$ cat src/rtl/dig_ct_pkg.sv
// Shared types and constants for the DigCt code tracker.
package dig_ct_pkg;

   typedef enum logic [1:0] {
      ST_IDLE,
      ST_S1,
      ST_S2
   } seq_state_t;

   localparam logic [2:0] CODE_IDLE = 3'b111;
   localparam logic [2:0] SEQ_A     = 3'b011;
   localparam logic [2:0] SEQ_B     = 3'b101;
   localparam logic [2:0] SEQ_C     = 3'b110;

   localparam int unsigned RUN_W = 4;

endpackage

$ cat src/rtl/dig_ct_debounce.sv
// Debouncer: a code is accepted once it has been sampled HOLD_MIN enabled cycles in a row.
module dig_ct_debounce
   import dig_ct_pkg::*;
#(
   parameter int unsigned HOLD_MIN = 3
) (
   input  logic       clk,
   input  logic       rst,
   input  logic       en,
   input  logic [2:0] code,
   output logic [2:0] stable_code,
   output logic       change
);

   localparam logic [RUN_W-1:0] RUN_MAX = RUN_W'(HOLD_MIN);

   logic [2:0]       cand;
   logic [RUN_W-1:0] run;
   logic [RUN_W-1:0] run_nxt;
   logic             differs;
   logic             reached;

   // change is the next-edge event strobe; the top registers everything it drives.
   always_comb begin
      differs = (code != cand);
      run_nxt = run;
      if (differs)
         run_nxt = RUN_W'(1);
      else if (run < RUN_MAX)
         run_nxt = run + RUN_W'(1);
      reached = (run_nxt == RUN_MAX) && (differs || (run != RUN_MAX));
      change  = en && reached && (code != stable_code);
   end

   always_ff @(posedge clk or posedge rst) begin
      if (rst) begin
         cand        <= CODE_IDLE;
         run         <= RUN_MAX;
         stable_code <= CODE_IDLE;
      end else if (en) begin
         cand <= code;
         run  <= run_nxt;
         if (change)
            stable_code <= code;
      end
   end

endmodule

$ cat src/rtl/dig_ct_code_tracker.sv
// Tracks the debounced DigCt code: valid pulse, saturating change count and sequence detector.
module dig_ct_code_tracker
   import dig_ct_pkg::*;
#(
   parameter int unsigned HOLD_MIN = 3,
   parameter int unsigned CNT_W    = 8
) (
   input  logic             CLK,
   input  logic             RST,
   input  logic             EN,
   input  logic             CLR,
   input  logic [2:0]       CODE,
   output logic [2:0]       STABLE_CODE,
   output logic             CODE_VLD,
   output logic [CNT_W-1:0] CHG_CNT,
   output logic             SEQ_HIT
);

   seq_state_t state_q;
   seq_state_t state_d;
   logic       change;
   logic       hit_d;

   dig_ct_debounce #(
      .HOLD_MIN (HOLD_MIN)
   ) u_debounce (
      .clk         (CLK),
      .rst         (RST),
      .en          (EN),
      .code        (CODE),
      .stable_code (STABLE_CODE),
      .change      (change)
   );

   // On an event the accepted code equals CODE, so the FSM decodes CODE directly.
   always_comb begin
      state_d = state_q;
      hit_d   = 1'b0;
      if (change) begin
         unique case (state_q)
            ST_IDLE: state_d = (CODE == SEQ_A) ? ST_S1 : ST_IDLE;
            ST_S1: begin
               if (CODE == SEQ_B)      state_d = ST_S2;
               else if (CODE == SEQ_A) state_d = ST_S1;
               else                    state_d = ST_IDLE;
            end
            ST_S2: begin
               if (CODE == SEQ_C) begin
                  state_d = ST_IDLE;
                  hit_d   = 1'b1;
               end else if (CODE == SEQ_A) begin
                  state_d = ST_S1;
               end else begin
                  state_d = ST_IDLE;
               end
            end
            default: state_d = ST_IDLE;
         endcase
      end
   end

   always_ff @(posedge CLK or posedge RST) begin
      if (RST) begin
         state_q  <= ST_IDLE;
         CODE_VLD <= 1'b0;
         SEQ_HIT  <= 1'b0;
         CHG_CNT  <= '0;
      end else begin
         state_q  <= state_d;
         CODE_VLD <= change;
         SEQ_HIT  <= hit_d;
         if (CLR)
            CHG_CNT <= '0;
         else if (change && (CHG_CNT != '1))
            CHG_CNT <= CHG_CNT + CNT_W'(1);
      end
   end

endmodule

$ cat config.mk
export PLATFORM = sky130hd
export DESIGN_NAME = dig_ct_code_tracker
export DESIGN_NICKNAME = d
export VERILOG_FILES = /design/src/rtl/dig_ct_pkg.sv /design/src/rtl/dig_ct_debounce.sv /design/src/rtl/dig_ct_code_tracker.sv
export SDC_FILE = /design/constraint.sdc
export NUM_CORES = 1
export LEC_CHECK = 0
export ABC_AREA = 1
export CORE_MARGIN = 2
export CORE_UTILIZATION = 50
export DETAILED_ROUTE_END_ITERATION = 8
export GPL_ROUTABILITY_DRIVEN = 0
export MAX_ROUTING_LAYER = met4
export PLACE_DENSITY = 0.73
export SETUP_SLACK_MARGIN = 0.4
export SYNTH_ARGS = -nofsm -noshare
export SYNTH_HDL_FRONTEND = slang
export SYNTH_HIERARCHICAL = 1
export SYNTH_SLANG_ARGS = --single-unit
$ cat constraint.sdc
create_clock -name CLK -period 2.2 [get_ports CLK]
set_clock_uncertainty 0.1 [all_clocks]
set_input_delay 0.44 -clock CLK [delete_from_list [all_inputs] [get_ports CLK]]
set_output_delay 0.44 -clock CLK [all_outputs]
set_load 0.01 [all_outputs]
==> results of run 1 <==
worst max-delay path by stage:
stage,slack [ns],endpoint,start
finish,0.40,CHG_CNT[0]$_DFFE_PP0P_,u_debounce/run[1]$_DFFE_PP1P_
global route,0.29,CHG_CNT[0]$_DFFE_PP0P_,u_debounce/stable_code[1]$_DFFE_PP1P_
CTS,0.26,STABLE_CODE[2],u_debounce/stable_code[2]$_DFFE_PP1P_
detailed placement,-0.06,CHG_CNT[3]$_DFFE_PP0P_,CODE[2]
global placement,0.05,CHG_CNT[7]$_DFFE_PP0P_,CODE[2]
floorplan,0.43,CHG_CNT[5]$_DFFE_PP0P_,u_debounce/run[1]$_DFFE_PP1P_
logic make-up (layout without fill, tap and decap cells):
family | Yosys count | in the layout | share of synthesized area
AO/OA/AOI/OAI | 10 | 10 | 0.0465
XOR/XNOR | 5 | 5 | 0.0319
adder cells (fa/ha/maj) | 2 | 2 | 0.0182
buffers and inverters | 34 | 85 | 0.106
flip-flops | 22 | 22 | 0.409
AND/OR/NAND/NOR | 107 | 107 | 0.389
synthesized netlist by cell type, types with 2 or more instances:
master | count | share of area
sky130_fd_sc_hd__nand3_1 | 12 | 0.044
sky130_fd_sc_hd__nand4_1 | 4 | 0.018
sky130_fd_sc_hd__dfrtp_1 | 14 | 0.26
sky130_fd_sc_hd__xnor2_1 | 2 | 0.013
sky130_fd_sc_hd__nor3_1 | 2 | 0.0073
sky130_fd_sc_hd__nand2_4 | 6 | 0.049
sky130_fd_sc_hd__inv_1 | 29 | 0.079
sky130_fd_sc_hd__dfstp_2 | 8 | 0.15
sky130_fd_sc_hd__o21ai_0 | 4 | 0.015
sky130_fd_sc_hd__xor2_1 | 3 | 0.019
sky130_fd_sc_hd__nor2_1 | 15 | 0.041
sky130_fd_sc_hd__nor2_4 | 5 | 0.041
sky130_fd_sc_hd__nand2_1 | 56 | 0.15
sky130_fd_sc_hd__ha_1 | 2 | 0.018
sky130_fd_sc_hd__nand2_2 | 3 | 0.014
sky130_fd_sc_hd__nor2_2 | 3 | 0.014
flip-flops by register name, summed over array words and instances, names as in the netlist:
name / count
CODE_VLD: 1
SEQ_HIT: 1
u_debounce/run: 4
u_debounce/cand: 3
state_q: 2
CHG_CNT: 8
u_debounce/stable_code: 3
per-layer routing:
layer | vias to the layer above | share of wire | global-route usage
met4 | 0 | 0.0089 | 0.0578
met1 | 633 | 0.45 | 0.273
met2 | 44 | 0.49 | 0.343
met5 | - | 0 | -
li1 | 656 | - | -
met3 | 4 | 0.047 | 0.0276
repair_timing:
action	4_1_cts	5_1_grt
endpoints found under the setup margin	21	19
pin swaps	4	11
gates resized for setup	10	27
cloned	1	0
setup buffers	13	9
power groups by stage:
stage | sequential [W] | clock, W | combinational [W]
after floorplan | 0.000530 | 0 | 0.000167
after global placement | 0.000524 | 0 | 0.000270
after detailed placement | 0.000527 | 0 | 0.000276
after CTS | 0.000509 | 0.000206 | 0.000309
after global routing | 0.000516 | 0.000221 | 0.000418
final | 0.000511 | 0.000199 | 0.000379
layout by cell type (no fill, tap or decap), drive strengths merged:
cell type,netlist,routed
dlymetal6s2s,0,8
xor2,3,3
o211ai,1,1
dfstp,8,8
o221ai,1,1
nand2,65,65
xnor2,2,2
inv,30,30
ha,2,2
clkinv,1,1
nor2,23,23
o21ai,6,6
clkinvlp,0,1
clkdlybuf4s50,0,6
clkbuf,0,4
nand3,13,13
dlygate4sd2,0,5
dfrtp,14,14
nand4,4,4
a21oi,2,2
nor3,2,2
buf,3,30
through the flow:
step	std cells	setup WS [ns]	power, W	hold WS, ns
global route	261	0.295	0.00115	0.359
CTS	252	0.262	0.00102	0.338
finish	261	0.399	0.00109	0.330
floorplan	180	0.429	0.000696	0.174
detailed placement	234	-0.0562	0.000803	0.370
global placement	234	0.0517	0.000794	0.365
critical path, cell delays in order (launching register included):
cell	delay, ns
sky130_fd_sc_hd__dfstp_2	0.58
sky130_fd_sc_hd__ha_4	0.14
sky130_fd_sc_hd__inv_4	0.05
sky130_fd_sc_hd__nand2_8	0.09
sky130_fd_sc_hd__nor2_4	0.05
sky130_fd_sc_hd__nor2_4	0.13
sky130_fd_sc_hd__nand3_4	0.13
sky130_fd_sc_hd__inv_6	0.10
sky130_fd_sc_hd__nand2_4	0.06
sky130_fd_sc_hd__nand2_4	0.09
sky130_fd_sc_hd__clkinv_4	0.07
sky130_fd_sc_hd__nand2_1	0.07
sky130_fd_sc_hd__nand2_1	0.05
cell type report:
cell class / count / area share
Sequential cell: 22 / 0.291
Timing Repair inverter: 1 / 0.00388
Multi-Input combinational cell: 124 / 0.380
Timing Repair Buffer: 49 / 0.226
Clock buffer: 4 / 0.0136
Tap cell: 30 / 0.0194
Inverter: 31 / 0.0667
==> run metrics, run 1 <==
total count of hold-check failures in the final report=0; total routing resource utilization after global routing=0.209; end of the worst register-to-register path=CHG_CNT[0]$_DFFE_PP0P_; number of buffers added by the clock tree synthesis step=3; headroom to the max-slew limit=0.683; Starting DRT DRC Count=50; number of antenna cells inserted=0; worst hold path class=in2async; area of the die=3180 sq um; Bufs on Longest Clock Path=2; CTS H-tree depth=1; total via count after detailed routing=1337; P&R area growth vs syn=41.0%; die boundary width=56.4 um; Routed WL per cell=12.6 um; CTS tree=built; final period utilization=0.819; share of power burned in combinational logic=0.348; startpoint types=flop; Setup crit end kind=flop; result of the run=finished, final reports clean; total of endpoints with negative setup slack in the final report=0; area of the core region=2540 sq um; global route total overflow=0; clock sink count=22; Final HPWL DP=2070 um; FFs w/ async S/R, synth=1.00; number of buffers inserted by hold repair at cts=0; placed standard-cell area=1640 sq um; Cell Int Power=0.000722 W; CTS root buffer=sky130_fd_sc_hd__clkbuf_4; Switching Power=0.000366 W; number of synthesized flops with an enable pin=0; count of cells along the worst register-to-register path=12; sum of negative setup slack=0 ns; port bufs=19; Std-Cell Rows=18; worst-path maximum fanout=6; count of fill cells added during filler insertion=192; Final Slew Violations=0; synthesized flop and latch total=22; Die Y-Extent=56.4 um; via count normalized by instance count=5.12; critical path start-end classification=reg2reg; Maximum Capacitance Violations=0; clock latency on the worst-skew pair=0.31 ns; detailed-routing iteration count for the pre-antenna-repair pass=4; post-synthesis cell count=180; achievable clock frequency=0.555 GHz; footprint of the flip-flops and latches=562 sq um; WP data required=2.31 ns; post-synthesis area per instance=7.62 sq um; register-to-register path setup slack=0.40 ns; antenna violations before repair=0; Sw Ratio=0.337; final design utilization=0.760; FF-to-FF Start=u_debounce/run[1]$_DFFE_PP1P_; final routed DRC violation total=0; worst vdd ir=0.000453 V; maximum number of pins on one net before global-route repair=13; layout net count=241; nets in the synthesized netlist=189; clock network fraction of design power=0.183; Boundary Pins=20; Pwr Density=563 nW/um^2; clock-pin slew of the registers on the worst-case setup and hold paths=0.12 ns; minimum clock period after layout=1.80 ns; arrival time of data at the critical path endpoint=1.91 ns; count of synthesis-stage warnings from yosys=6; Non-Filler Cell Area, Final=1930 sq um; count of unique library cells instantiated by Yosys=28; global-route wire length before repair=5260 um; fraction of final layout cells sized beyond drive strength 1=0.342; count of nets left with antenna violations after detail routing=0; unrepaired setup endpoints after global routing=true; area of combinational cells with multiple inputs=734 sq um; most used flip-flop cell after synthesis=sky130_fd_sc_hd__dfrtp_1; sequential fraction of the synthesis area=0.409; final wirelength=3280 um; leakage power=1.10 nW; part of the power in registers=0.469; slew at the pin closest to its max-slew limit=0.475 ns; vias in the first global route=1264; starting density of the core=0.539; Post-Syn Area=1370 sq um
Power figures use the tool's default switching activity.
==> run 2, diff against run 1 <==
--- a/config.mk
+++ b/config.mk
@@ -7,11 +7,11 @@
 export LEC_CHECK = 0
 export ABC_AREA = 1
 export CORE_MARGIN = 2
-export CORE_UTILIZATION = 50
+export CORE_UTILIZATION = 48
 export DETAILED_ROUTE_END_ITERATION = 8
 export GPL_ROUTABILITY_DRIVEN = 0
 export MAX_ROUTING_LAYER = met4
-export PLACE_DENSITY = 0.73
+export PLACE_DENSITY = 0.74
 export SETUP_SLACK_MARGIN = 0.4
 export SYNTH_ARGS = -nofsm -noshare
 export SYNTH_HDL_FRONTEND = slang
==> constraint.sdc (replaced) <==
create_clock -name CLK -period 1.56 [get_ports CLK]
set_clock_uncertainty 0.1 [all_clocks]
set_input_delay 0.312 -clock CLK [delete_from_list [all_inputs] [get_ports CLK]]
set_output_delay 0.312 -clock CLK [all_outputs]
set_load 0.01 [all_outputs]
==> run 2 against run 1 <==
Effect of this change: the flow now finishes with violations (setup timing); worst setup slack worse by 0.61 ns; hold slack worse by 0.11 ns; die area up 3.9%; highest routed layer unchanged.
==> run metrics, run 2 (synthesis results as in run 1) <==
CTS tree=built; vias in the first global route=1397 (+11%); area of the die=3300 sq um (+3.9%); worst hold path class=in2async; Boundary Pins=20 (unchanged); CTS root buffer=sky130_fd_sc_hd__clkbuf_4; arrival time of data at the critical path endpoint=1.91 ns (about the same); clock network fraction of design power=0.165 (-0.018); number of buffers inserted by hold repair at cts=0 (unchanged); worst-path maximum fanout=7 (+1); Starting DRT DRC Count=38 (-24%); Final Slew Violations=0 (unchanged); total routing resource utilization after global routing=0.239 (+0.0299); Setup crit end kind=flop; WP data required=1.69 ns (-0.62 ns); Maximum Capacitance Violations=0 (unchanged); total of endpoints with negative setup slack in the final report=14 (+14); port bufs=19 (unchanged); antenna violations before repair=0 (unchanged); number of antenna cells inserted=0 (unchanged); number of buffers added by the clock tree synthesis step=3 (unchanged); minimum clock period after layout=1.78 ns (-0.0250 ns); fin worst setup slack=-0.216 ns (-0.615 ns); Switching Power=0.000538 W (+47%); count of cells along the worst register-to-register path=12 (unchanged); P&R area growth vs syn=47.9%; clock sink count=22 (unchanged); global-route wire length before repair=5950 um (+13%); Die Y-Extent=57.5 um (+1.9%); unrepaired setup endpoints after global routing=true; clock latency on the worst-skew pair=0.30 ns (about the same); result of the run=complete, but fails checks; Post-Route Hold Slack=0.217 ns (-0.113 ns); sum of negative setup slack=-2.23 ns (-2.23 ns); Std-Cell Rows=19 (+1); share of power burned in combinational logic=0.393 (+0.045); detailed-routing iteration count for the pre-antenna-repair pass=4 (unchanged); commonest cells after routing, fill and taps aside=sky130_fd_sc_hd__nand2_1 (45), sky130_fd_sc_hd__buf_4 (29), sky130_fd_sc_hd__inv_1 (25); violations in the final reports=setup timing; clock-pin slew of the registers on the worst-case setup and hold paths=0.12 ns (about the same); via count normalized by instance count=5.06 (-1.2%); critical path start-end classification=reg2reg; final wirelength=3460 um (+5.6%); Bufs on Longest Clock Path=2 (unchanged); registers with the most flip-flops=CHG_CNT x8, u_debounce/run x4; count of nets left with antenna violations after detail routing=0 (unchanged); Routed WL per cell=12.9 um (+2.5%); die boundary width=57.5 um (+1.9%); startpoint types=flop; headroom to the max-slew limit=0.678 (-0.00520); maximum number of pins on one net before global-route repair=13 (unchanged); final routed DRC violation total=0 (unchanged); leakage power=1.07 nW (-3.5%); worst vdd ir=0.000634 V (+40%); area of the core region=2730 sq um (+7.4%); achievable clock frequency=0.563 GHz (+1.4%); final period utilization=1.14 (+0.320); global route total overflow=0 (unchanged); CTS H-tree depth=1 (unchanged); layout net count=248 (+2.9%); Final HPWL DP=2460 um (+19%); number of flip-flops under the largest register name=8 (unchanged); Pwr Density=812 nW/um^2 (+44%); most common cell after layout, fill and taps aside=sky130_fd_sc_hd__nand2_1; total count of hold-check failures in the final report=0 (unchanged); fraction of final layout cells sized beyond drive strength 1=0.479 (+0.137); starting density of the core=0.502 (-0.0372); Cell Int Power=0.00111 W (+53%); Reg with most FFs=CHG_CNT; total via count after detailed routing=1362 (+1.9%); slew at the pin closest to its max-slew limit=0.483 ns (+0.00779 ns); part of the power in registers=0.443 (-0.026); Sw Ratio=0.327 (-0.00964)
[run 2: cell types whose count changed in the layout (fill, tap and decap cells not counted), sizes merged]
cell           before  now
dlygate4sd2         5    3
inv                30   31
buf                30   51
dlymetal6s2s        8    0
clkdlybuf4s50       6    3
clkinv              1    0
clkinvlp            1    0
[run 2: layout make-up]
cell class,count,area (sq um)
multi-input cells,124,796
fillers,219,706
flip-flops and latches,22,561
repair buffers,57,478
inverters,31,129
well taps,31,38.8
clock buffers,4,26.3
[run 2: path summary, 6_finish.rpt]
| path | start | endpoint | slack (ns) |
|---|---|---|---|
| worst max-delay path | u_debounce/run[1]$_DFFE_PP1P_ | CHG_CNT[2]$_DFFE_PP0P_ | -0.22 |
| worst min-delay path | RST | u_debounce/run[3]$_DFFE_PP0P_ | 0.22 |
| worst max register to register | u_debounce/run[1]$_DFFE_PP1P_ | CHG_CNT[2]$_DFFE_PP0P_ | -0.22 |
| max in group asynchronous | RST | CHG_CNT[2]$_DFFE_PP0P_ | 0.79 |
| min in group CLK | CODE[0] | SEQ_HIT$_DFF_PP0_ | 0.40 |
| worst min register to register | u_debounce/cand[1]$_DFFE_PP1P_ | u_debounce/cand[1]$_DFFE_PP1P_ | 0.41 |
[run 2: critical path, cell delays in order, from the launching register on]
cell and delay (ns):
sky130_fd_sc_hd__dfstp_2 0.58, sky130_fd_sc_hd__ha_4 0.14, sky130_fd_sc_hd__inv_4 0.04, sky130_fd_sc_hd__nand2_4 0.09
sky130_fd_sc_hd__nand2_1 0.06, sky130_fd_sc_hd__nand2_1 0.07, sky130_fd_sc_hd__nor2_2 0.05, sky130_fd_sc_hd__nand3_2 0.10
sky130_fd_sc_hd__inv_4 0.06, sky130_fd_sc_hd__nand2_4 0.08, sky130_fd_sc_hd__nand2_8 0.08, sky130_fd_sc_hd__buf_6 0.13
sky130_fd_sc_hd__a21oi_2 0.13
[run 2: stage by stage]
step | power (W) | cell area [sq um] | util | setup WS, ns | cells
after CTS | 0.00162 | 1940 | 0.709 | -0.190 | 268
after global routing | 0.00175 | 2030 | 0.742 | -0.318 | 269
after global placement | 0.00120 | 1760 | 0.643 | -0.476 | 249
after detailed placement | 0.00122 | 1760 | 0.643 | -0.526 | 249
final | 0.00165 | 2030 | 0.742 | -0.216 | 269
after floorplan | 0.000990 | 1390 | - | -0.127 | 180
[run 2: per-layer routing]
metal  share of wire  vias to the layer above  track usage
li1                -                      678            -
met1            0.40                      638        0.265
met2            0.54                       34        0.438
met3           0.034                       12       0.0295
met4           0.027                        0       0.0797
met5               0                        -            -
[run 2: power groups by stage]
stage / Clock, W / Combinational [W] / Sequential, W
3_5_place_dp: 0 / 0.000483 / 0.000735
3_3_place_gp: 0 / 0.000467 / 0.000729
6_report: 0.000271 / 0.000646 / 0.000729
2_1_floorplan: 0 / 0.000240 / 0.000750
5_1_grt: 0.000307 / 0.000704 / 0.000737
4_1_cts: 0.000282 / 0.000615 / 0.000724
[run 2: repair_timing]
action	in CTS	in global routing
pin swaps	9	19
buffers inserted	15	1
resized for setup	82	22
endpoints found under the setup margin	32	32
